<file path="config.mk">
export PLATFORM = sky130hd
export DESIGN_NAME = mem_bus_arbiter
export DESIGN_NICKNAME = d
export VERILOG_FILES = /design/src/rtl/bus_pkg.sv /design/src/rtl/arb_pick.sv /design/src/rtl/mem_bus_arbiter.sv
export SDC_FILE = /design/constraint.sdc
export NUM_CORES = 1
export LEC_CHECK = 0
export CAP_MARGIN = 20
export CORE_AREA = 2 2 119 121
export CTS_BUF_LIST = sky130_fd_sc_hd__clkbuf_4 sky130_fd_sc_hd__clkbuf_8 sky130_fd_sc_hd__clkbuf_16
export CTS_CLUSTER_SIZE = 28
export DETAILED_ROUTE_END_ITERATION = 10
export DIE_AREA = 0 0 121 123
export DONT_BUFFER_PORTS = 1
export PLACE_DENSITY = 0.36
export RECOVER_POWER = 100
export SLEW_MARGIN = 5
export SYNTH_ARGS = -nofsm -noshare
export SYNTH_HDL_FRONTEND = slang
export SYNTH_SLANG_ARGS = --single-unit
</file>
<file path="constraint.sdc">
create_clock -name clk -period 10.25 [get_ports clk]
set_clock_uncertainty 0.1 [all_clocks]
set_input_delay 2.5625 -clock clk [delete_from_list [all_inputs] [get_ports clk]]
set_output_delay 2.5625 -clock clk [all_outputs]
set_load 0.02 [all_outputs]
</file>
<file path="src/rtl/bus_pkg.sv">
// rtl/bus_pkg.sv - shared owner and transfer-width encodings for the memory bus arbiter
package bus_pkg;

    typedef enum logic [1:0] {
        OWN_NONE = 2'd0,
        OWN_CPU  = 2'd1,
        OWN_DMA  = 2'd2
    } owner_t;

    localparam logic [1:0] W_BYTE = 2'd0;
    localparam logic [1:0] W_HALF = 2'd1;
    localparam logic [1:0] W_WORD = 2'd2;

    localparam int STARVE_W = 8;

    // Saturating run-length increment; the counter never passes the DMA run limit.
    function automatic logic [STARVE_W-1:0] sat_inc(input logic [STARVE_W-1:0] cnt,
                                                    input logic [STARVE_W-1:0] limit);
        return (cnt < limit) ? cnt + 8'd1 : limit;
    endfunction

endpackage

</file>
<file path="src/rtl/arb_pick.sv">
// rtl/arb_pick.sv - combinational winner selection between CPU and DMA for an idle bus
module arb_pick
    import bus_pkg::*;
#(
    parameter int DMA_MAX_RUN = 4
) (
    input  logic                cpu_req,
    input  logic                dma_req,
    input  logic [STARVE_W-1:0] starve_cnt,
    output owner_t              winner
);

    localparam logic [STARVE_W-1:0] MAX_RUN = STARVE_W'(DMA_MAX_RUN);

    // DMA has priority until it has completed MAX_RUN transfers with the CPU waiting.
    always_comb begin
        winner = OWN_NONE;
        if (dma_req && (starve_cnt < MAX_RUN)) begin
            winner = OWN_DMA;
        end else if (cpu_req) begin
            winner = OWN_CPU;
        end else if (dma_req) begin
            winner = OWN_DMA;
        end
    end

endmodule

</file>
<file path="src/rtl/mem_bus_arbiter.sv">
// rtl/mem_bus_arbiter.sv - shares the system memory bus between the CPU and the DMA engine
module mem_bus_arbiter
    import bus_pkg::*;
#(
    parameter int DMA_MAX_RUN = 4
) (
    input  logic        clk,
    input  logic        rstn,

    input  logic [31:0] cpu_addr,
    input  logic [31:0] cpu_wdata,
    input  logic [1:0]  cpu_width,
    input  logic        cpu_read,
    input  logic        cpu_write,
    output logic [31:0] cpu_rdata,
    output logic        cpu_ok,

    input  logic [31:0] dma_addr,
    input  logic [31:0] dma_wdata,
    input  logic [1:0]  dma_width,
    input  logic        dma_read,
    input  logic        dma_write,
    output logic [31:0] dma_rdata,
    output logic        dma_ok,

    output logic [31:0] mem_addr,
    output logic [31:0] mem_wdata,
    output logic [1:0]  mem_width,
    output logic        mem_read,
    output logic        mem_write,
    input  logic [31:0] mem_rdata,
    input  logic        mem_ok,

    output logic [1:0]  owner
);

    localparam logic [STARVE_W-1:0] MAX_RUN = STARVE_W'(DMA_MAX_RUN);

    owner_t              state;
    owner_t              winner;
    owner_t              sel;
    logic [STARVE_W-1:0] starve_cnt;
    logic                cpu_req;
    logic                dma_req;

    assign cpu_req = cpu_read | cpu_write;
    assign dma_req = dma_read | dma_write;
    assign owner   = state;

    arb_pick #(
        .DMA_MAX_RUN (DMA_MAX_RUN)
    ) u_arb_pick (
        .cpu_req    (cpu_req),
        .dma_req    (dma_req),
        .starve_cnt (starve_cnt),
        .winner     (winner)
    );

    // An idle bus forwards the arbitration winner in the same cycle; reset blanks everything.
    always_comb begin
        sel = OWN_NONE;
        if (rstn) begin
            sel = (state == OWN_NONE) ? winner : state;
        end
    end

    always_comb begin
        mem_addr  = 32'd0;
        mem_wdata = 32'd0;
        mem_width = W_BYTE;
        mem_read  = 1'b0;
        mem_write = 1'b0;
        case (sel)
            OWN_CPU: begin
                mem_addr  = cpu_addr;
                mem_wdata = cpu_wdata;
                mem_width = cpu_width;
                mem_read  = cpu_read;
                mem_write = cpu_write & ~cpu_read;
            end
            OWN_DMA: begin
                mem_addr  = dma_addr;
                mem_wdata = dma_wdata;
                mem_width = dma_width;
                mem_read  = dma_read;
                mem_write = dma_write & ~dma_read;
            end
            default: ;
        endcase
    end

    assign cpu_ok    = mem_ok && (sel == OWN_CPU);
    assign dma_ok    = mem_ok && (sel == OWN_DMA);
    assign cpu_rdata = mem_rdata;
    assign dma_rdata = mem_rdata;

    always_ff @(posedge clk or negedge rstn) begin
        if (!rstn) begin
            state <= OWN_NONE;
        end else begin
            case (state)
                OWN_NONE: begin
                    if (winner != OWN_NONE && !mem_ok) begin
                        state <= winner;
                    end
                end
                OWN_CPU, OWN_DMA: begin
                    if (mem_ok) begin
                        state <= OWN_NONE;
                    end
                end
                default: state <= OWN_NONE;
            endcase
        end
    end

    always_ff @(posedge clk or negedge rstn) begin
        if (!rstn) begin
            starve_cnt <= '0;
        end else if (cpu_ok) begin
            starve_cnt <= '0;
        end else if (dma_ok && cpu_req) begin
            starve_cnt <= sat_inc(starve_cnt, MAX_RUN);
        end else if (state == OWN_NONE && !cpu_req) begin
            starve_cnt <= '0;
        end
    end

endmodule

</file>
==> results of run 1 <==
-- critical path, stage by stage --
cell	delay, ns
or2_2	0.33
a211oi_2	0.28
o21a_1	0.16
ha_1	0.13
buf_4	0.53
a22oi_1	0.30
nor2_1	0.44
-- per-stage QoR --
step                std cells  hold slack (ns)  area (sq um)
global placement          380            0.410          1620
CTS                       385            0.421          1730
finish                    385            0.417          1730
global route              385            0.441          1730
floorplan                 286            0.367          1960
detailed placement        381            0.412          1640
-- cells in the mapped netlist, types with 2 or more instances --
master / instances
ha_1: 4
and4_2: 2
nor2_1: 76
buf_2: 5
o211a_1: 2
o21a_1: 2
a31oi_1: 2
inv_1: 5
nand3b_1: 2
a22oi_1: 67
o21ai_0: 4
dfrtp_1: 10
o211ai_1: 2
and2_1: 4
mux2_2: 3
nand2_1: 3
buf_4: 64
clkbuf_1: 18
-- logic make-up (layout without fill, tap and decap cells) --
logic type	after synthesis	count (layout)	synth area share [%]
flip-flops	10	10	12.8
multiplexers	3	3	1.73
AO/OA/AOI/OAI	84	84	32.1
buffers and inverters	93	12	30.5
adder cells (fa/ha/maj)	4	4	2.56
AND/OR/NAND/NOR	92	92	20.3
-- path summary, 6_finish.rpt --
kind	endpoint	slack [ns]	cells past startpoint
worst max-delay path	mem_width[1]	2.77	7
worst max register to register	starve_cnt[0]	7.17	9
worst min-delay path	starve_cnt[2]	0.42	2
min in group asynchronous	starve_cnt[0]	1.92	0
worst min register to register	starve_cnt[2]	0.42	2
max in group asynchronous	starve_cnt[2]	8.06	0
-- cell usage in the layout (no fill, tap or decap) --
cell type	n
nor2_1	76
a22oi_1	67
dfrtp_1	10
inv_1	5
o21ai_0	4
nand2_1	3
and2_1	3
mux2_2	3
ha_1	3
clkbuf_16	3
o211a_1	2
o21a_1	2
nand3b_1	2
o211ai_1	2
and4_2	2
a31oi_1	2
buf_4	2
nor4_2	1
or2_2	1
a211oi_2	1
a21oi_1	1
and2_0	1
and3b_1	1
nor4_1	1
a41oi_1	1
o31ai_1	1
a22o_1	1
and3_2	1
ha_2	1
clkbuf_8	1
buf_12	1
-- flip-flops by register name, summed over array words and instances, names as in the netlist --
signal,cells
starve_cnt,8
owner,2
-- per-layer routing --
metal | vias to the layer above | GRT usage, % | wire length, um
li1 | 786 | - | -
met1 | 866 | 10.8 | 3010
met2 | 173 | 15.2 | 3920
met3 | 14 | 2.68 | 755
met4 | 0 | 1.53 | 98
met5 | - | 0 | 0
-- final cells by class --
cell class	instances	area share (%)
Clock buffer	4	5.13
Inverter	5	1.08
Multi-Input combinational cell	183	64.3
Sequential cell	10	14.5
Tap cell	180	13.0
Timing Repair Buffer	3	2.02
-- power by group through the flow --
stage / Sequential (uW) / Clock [uW] / Combinational (uW)
final: 60.8 / 75.9 / 355
after global routing: 62.2 / 80.8 / 394
after CTS: 61.6 / 77.6 / 362
after detailed placement: 61.9 / 0 / 362
after global placement: 62.2 / 0 / 340
after floorplan: 57.8 / 0 / 325
==> metrics.txt, run 1 <==
initial DRC count=179; share of total power in the clock network=15.4%; RSZ-0062 raised after global routing=false; NetSw=291 uW; initial antenna violation count=0; ant diodes=0; max-cap violations=0; Worst VDD drop=0.100 mV; Synthesized Nets=461; root buf cell=clkbuf_16; final wirelength=7780 um; # hold bufs at CTS=0; Final #Nets=381; Worst R2R Start=starve_cnt[4]; cells after synthesis=286; Post-synth EDFFs=0; die width=121 um; Combinational Power Share=72.2%; Power Dens Cells=284 nW/um^2; final hold violations=0; Initial Utilization=14.4%; Seq/Total Area, Yosys=12.8%; TritonCTS clock tree=yes; global-route wire length before repair=9830 um; Area contributors post-synth=a22oi_1 (26%), buf_4 (25%), nor2_1 (15%), dfrtp_1 (13%), clkbuf_1 (3.5%); Mapped Area=1960 sq um; Die Ht=123 um; vias in the first global route=1552; Ports=307; final setup margin=2.77 ns; row count=43; Core Util, Final=12.7%; Initial DRT Pass Iterations=4; Async SR Flop Fraction=100%; Setup crit end kind=output port; Cell Int Power=201 uW; status=complete, no violations; post-CTS setup buffer count=0; syn avg cell area=6.84 sq um; Hold Path Origin=starve_cnt[2]; Clock Sinks=10; gr usage total=8.74%; gp weighted congestion=0.737; yosys warns=0; sw frac=59.1%; Fin Setup TNS=0 ns; Synth area leader=a22oi_1; P_leak=0.000545 uW; f_max=134 MHz; ys flop type=dfrtp_1; Fillers=1580; Layout area overhead=-11.5%; TritonCTS buffer count=3; H-tree levels=1; Worst-Margin Slew=0.917 ns; final setup fails=0; Core Area=13600 sq um; Register Area=250 sq um; Yosys top cell area share=25.7%; Residual DRC=0; crit path DAT=4.82 ns; wire per inst=20.2 um; Clk pin slew, worst setup/hold paths=0.04 ns; Max FO, Critical Path=71; largest net degree at the start of global routing=72; worst rel slew slack=38.8%; Worst Path Class, Setup=in -> out; worst endpoint required time=7.59 ns; dpl ws=2.74 ns; Pwr Total=492 uW; share of cells above drive strength 1=8.29%; Yosys reg bits=10; CP startpoint kind=input pin; detailed placement HPWL=6450 um; CTS resizes=0; Yosys cell types=29; area of the multi-input gates=1110 sq um; worst hold path type=reg -> reg; Antenna Nets Post-Route=0; final worst-path cycle share=73.0%; via count=1839; fin. max-slew vios=0; Setup crit start=cpu_read; sequential power share=12.4%; Max clock buf depth=2; GR Overflow Total=0; fin crit period=7.48 ns; via/cell ratio=4.78; Skew-Pair Late Insertion Delay=0.23 ns; port buffer count=0; die area=14900 sq um
(Power assumes the default switching activity.)
==> inputs of run 2 (changes only) <==
clock period = 7.1 ns   (was 10.25 ns; I/O delays follow)
==> metrics.txt, run 2 (synthesis gave the netlist of run 1 again) <==
gr usage total=8.72% (was 8.74%); slowest stage delay, CP=0.59 ns (was 0.53 ns); Worst-Margin Slew=0.888 ns (was 0.917 ns); CTS resizes=0 (unchanged); Die Ht=123 um (unchanged); max reg flops=8 (unchanged); design area=1730 sq um (about the same); Final #Nets=382 (was 381); final worst-path cycle share=87.7%; TritonCTS clock tree=yes (unchanged); GR Overflow Total=0 (unchanged); Hold Path Origin=starve_cnt[7] (was starve_cnt[2]); initial DRC count=117 (was 179); die area=14900 sq um (unchanged); hold depth=2 (unchanged); Setup crit end kind=output port (unchanged); root buf cell=clkbuf_16 (unchanged); RSZ-0062 raised after global routing=false (unchanged); R2R depth=11 (was 9); Placed Area=1640 sq um (unchanged); Worst R2R Start=owner[0] (was starve_cnt[4]); Clock Sinks=10 (unchanged); post-CTS setup buffer count=0 (unchanged); Worst path top cell family by delay=compound AO/OA/AOI/OAI gates (was simple AND/OR/NAND/NOR gates); Layout area overhead=-11.8% (was -11.5%); max-cap violations=0 (unchanged); worst rel slew slack=40.8% (was 38.8%); share of cells above drive strength 1=6.83% (was 8.29%); fin crit period=6.22 ns; final hold violations=0 (unchanged); global-route wire length before repair=9630 um (was 9830 um); via count=1830 (was 1839); wire per inst=20.0 um (was 20.2 um); row count=43 (unchanged); initial antenna violation count=1 (was 0); via/cell ratio=4.74 (was 4.78); Max FO, Critical Path=45 (was 71); Max clock buf depth=2 (unchanged); Core Util, Final=12.7% (about the same); status=complete, no violations (unchanged); TritonCTS buffer count=3 (unchanged); Worst Path Class, Setup=in -> out (unchanged); final wirelength=7720 um (was 7780 um); Initial Utilization=14.4% (unchanged); port buffer count=0 (unchanged); flop2flop setup slack=4.23 ns (was 7.17 ns); P_leak=0.000541 uW (was 0.000545 uW); f_max=161 MHz; most frequent cells in the layout=nor2_1 (76), a22oi_1 (67), dfrtp_1 (10) (unchanged); WP depth=7 (unchanged); largest net degree at the start of global routing=72 (unchanged); worst endpoint required time=5.22 ns (was 7.59 ns); crit path DAT=4.35 ns (was 4.82 ns); Skew-Pair Late Insertion Delay=0.23 ns (about the same); H-tree levels=1 (unchanged); detailed placement HPWL=6420 um (was 6450 um); Crit-path slowest cell=a22oi_1 (was buf_4); Clk pin slew, worst setup/hold paths=0.04 ns (about the same); Worst VDD drop=0.0983 mV (was 0.100 mV); CP cell instances=or2_2, a211oi_1, o21ai_0, ha_1, clkbuf_2, a22oi_1, nor2_1 (was or2_2, a211oi_2, o21a_1, ha_1, buf_4, a22oi_1, nor2_1); fin. max-slew vios=0 (unchanged); gp weighted congestion=0.771 (was 0.737); # hold bufs at CTS=0 (unchanged); Reg2Reg Capture Point=starve_cnt[4] (was starve_cnt[0]); hold path endpoint=starve_cnt[7] (was starve_cnt[2]); Fin Setup TNS=0 ns (unchanged); Initial DRT Pass Iterations=4 (unchanged); final setup fails=0 (unchanged); worst hold path type=reg -> reg (unchanged); Ports=307 (unchanged); Antenna Nets Post-Route=0 (unchanged); Finished Layout Cells=386 (was 385); Residual DRC=0 (unchanged); leading cell type in the layout, fill and taps excluded=nor2_1 (unchanged); Register Area=250 sq um (unchanged); Fillers=1572 (was 1580); dpl cells=381 (unchanged); Biggest register=starve_cnt (unchanged); die width=121 um (unchanged); CP startpoint kind=input pin (unchanged); Power Dens Cells=408 nW/um^2 (was 284 nW/um^2); WP buf/inv=1 (unchanged); area of the multi-input gates=1100 sq um (was 1110 sq um); Core Area=13600 sq um (unchanged); vias in the first global route=1535 (was 1552)
## run 2: cell type report
class | instances | share of cell area, %
flip-flops and latches | 10 | 14.5
well taps | 180 | 13.1
diodes | 1 | 0.145
multi-input cells | 183 | 64.0
inverters | 5 | 1.09
repair buffers | 4 | 2.83
clock buffers | 3 | 4.35
## run 2: per-stage QoR
| step | power [uW] | hold WS, ns | setup slack, ns |
|---|---|---|---|
| floorplan | 553 | 0.367 | 1.61 |
| global placement | 597 | 0.404 | 1.40 |
| detailed placement | 611 | 0.403 | 1.30 |
| CTS | 712 | 0.411 | 1.30 |
| global route | 771 | 0.430 | 0.691 |
| finish | 704 | 0.408 | 0.875 |
## run 2: how the worst max path moves through the flow
stage	from	to	slack, ns
global placement	cpu_read	mem_width[1]	1.40
global route	cpu_read	mem_wdata[13]	0.69
finish	cpu_read	mem_wdata[13]	0.88
CTS	cpu_read	mem_width[1]	1.30
floorplan	cpu_read	mem_addr[17]	1.61
detailed placement	cpu_read	mem_width[1]	1.30
## run 2: power by group
part	total, uW	internal (uW)	switching, uW
logic	519	143	376
clock network	96.8	72.8	24.0
registers	88.0	68.8	19.2
total	704	285	419
## run 2: metal layers
layer / GRT usage (%) / part of all wire (%) / up-vias
met4: 2.83 / 2.5 / 0
met1: 10.6 / 38 / 854
met5: 0 / 0 / -
met2: 15.4 / 51 / 171
li1: - / - / 787
met3: 1.75 / 8.7 / 18
## run 2: worst min-delay path: cells and delay by family (launching register included)
kind,cells,cell delay (ns)
simple gates,1,0.08
flops,1,0.34
compound gates,1,0.05
==> inputs of run 3 (changes only) <==
REMOVE_ABC_BUFFERS = 1   (was unset)
==> metrics.txt, run 3 (synthesis gave the netlist of run 1 again) <==
Max FO, Critical Path=37 (was 45); via count=1925 (was 1830); Worst Path Class, Setup=in -> out (unchanged); f_max=160 MHz (was 161 MHz); P_leak=0.000545 uW (was 0.000541 uW); worst endpoint required time=5.22 ns (about the same); slowest stage delay, CP=1.01 ns (was 0.59 ns); RSZ-0062 raised after global routing=false (unchanged); CP startpoint kind=input pin (unchanged); final worst-path cycle share=88.1% (was 87.7%); Fin Setup TNS=0 ns (unchanged); TritonCTS clock tree=yes (unchanged); Antenna Nets Post-Route=0 (unchanged); Initial DRT Pass Iterations=4 (unchanged); post-CTS setup buffer count=0 (unchanged); WP buf/inv=1 (unchanged); status=complete, no violations (unchanged); CP cell instances=or2_2, a211oi_2, o21a_1, ha_1, buf_12, a22oi_1, nor2_1 (was or2_2, a211oi_1, o21ai_0, ha_1, clkbuf_2, a22oi_1, nor2_1); max-cap violations=0 (unchanged); Fillers=1557 (was 1572); Max clock buf depth=2 (unchanged); most frequent cells in the layout=nor2_1 (76), a22oi_1 (67), dfrtp_1 (10) (unchanged); Reg2Reg Capture Point=starve_cnt[6] (was starve_cnt[4]); share of cells above drive strength 1=7.80% (was 6.83%); detailed placement HPWL=7380 um (was 6420 um); Core Util, Final=12.7% (about the same); Worst-Margin Slew=1.29 ns (was 0.888 ns); Power Dens Cells=396 nW/um^2 (was 408 nW/um^2); Ports=307 (unchanged); CTS resizes=0 (unchanged); crit path DAT=4.38 ns (was 4.35 ns); row count=43 (unchanged); leading cell type in the layout, fill and taps excluded=nor2_1 (unchanged); Clk pin slew, worst setup/hold paths=0.04 ns (about the same); worst hold path type=reg -> reg (unchanged); Finished Layout Cells=385 (was 386); Core Area=13600 sq um (unchanged); Worst R2R Start=owner[0] (unchanged); Die Ht=123 um (unchanged); gr usage total=10.4% (was 8.72%); max reg flops=8 (unchanged); dpl cells=381 (unchanged); via/cell ratio=5.00 (was 4.74); hold depth=2 (unchanged); fin crit period=6.26 ns (was 6.22 ns); global-route wire length before repair=10800 um (was 9630 um); Final #Nets=381 (was 382); flop2flop setup slack=3.62 ns (was 4.23 ns); Biggest register=starve_cnt (unchanged); hold path endpoint=starve_cnt[7] (unchanged); Worst VDD drop=0.124 mV (was 0.0983 mV); Skew-Pair Late Insertion Delay=0.24 ns (was 0.23 ns); ant diodes=0 (was 1); # hold bufs at CTS=0 (unchanged); Clock Sinks=10 (unchanged); vias in the first global route=1442 (was 1535); final hold violations=0 (unchanged); R2R depth=10 (was 11); initial DRC count=215 (was 117); GR Overflow Total=0 (unchanged); gp weighted congestion=0.661 (was 0.771); wire per inst=23.6 um (was 20.0 um); H-tree levels=1 (unchanged); root buf cell=clkbuf_16 (unchanged); Initial Utilization=14.4% (unchanged); worst rel slew slack=13.7% (was 40.8%); Hold Path Origin=starve_cnt[7] (unchanged); final wirelength=9090 um (was 7720 um); die width=121 um (unchanged); final setup fails=0 (unchanged); Crit-path slowest cell=ha_1 (was a22oi_1); Final Hold Slack=0.423 ns (was 0.408 ns); die area=14900 sq um (unchanged); fin. max-slew vios=0 (unchanged); Layout area overhead=-11.6% (was -11.8%); Residual DRC=0 (unchanged); TritonCTS buffer count=3 (unchanged); port buffer count=0 (unchanged); Worst path top cell family by delay=adder cells (was compound AO/OA/AOI/OAI gates); Setup crit end kind=output port (unchanged); largest net degree at the start of global routing=38 (was 72); initial antenna violation count=0 (was 1)
## run 3: how the worst max path moves through the flow
stage	startpoint	end	slack [ns]	cells after the start
final	cpu_read	mem_addr[10]	0.84	7
after global routing	cpu_read	mem_addr[2]	0.60	7
after CTS	cpu_read	mem_addr[2]	1.24	7
after detailed placement	cpu_read	mem_addr[2]	1.24	7
after global placement	cpu_read	mem_addr[2]	1.29	7
after floorplan	cpu_read	mem_read	0.87	6
## run 3: area by class of cell
class / instances / area [sq um] / area share, %
clock buffers: 4 / 88.8 / 5.14
multi-input cells: 183 / 1110 / 64.2
repair buffers: 3 / 35.0 / 2.03
well taps: 180 / 225 / 13.0
inverters: 5 / 18.8 / 1.09
flip-flops and latches: 10 / 250 / 14.5
## run 3: worst register-to-register path: cells and delay by family (launching register included)
family / cells / cell delay, ns
flip-flops: 1 / 0.48
adder cells (fa/ha/maj): 2 / 1.25
buffers and inverters: 2 / 0.22
AND/OR/NAND/NOR: 2 / 0.28
AO/OA/AOI/OAI: 4 / 1.04
## run 3: per-layer routing
metal,global-route usage (%),vias to the layer above,wire [um]
met5,6.94,-,66
met4,1.60,2,60
met3,10.3,12,1820
met2,11.4,214,3500
met1,13.3,910,3640
li1,-,787,-
## run 3: report_power, final
group	leakage, uW	internal [uW]	switching, uW
combinational	0.000365	137	348
sequential	0.000136	68.8	18.9
clock	0.0000442	84.7	26.4
## run 3: metrics by stage
step	setup slack (ns)	cell area [sq um]	power (uW)
global route	0.601	1730	752
floorplan	0.869	1380	476
detailed placement	1.24	1640	583
CTS	1.24	1730	697
global placement	1.29	1640	575
finish	0.842	1730	684
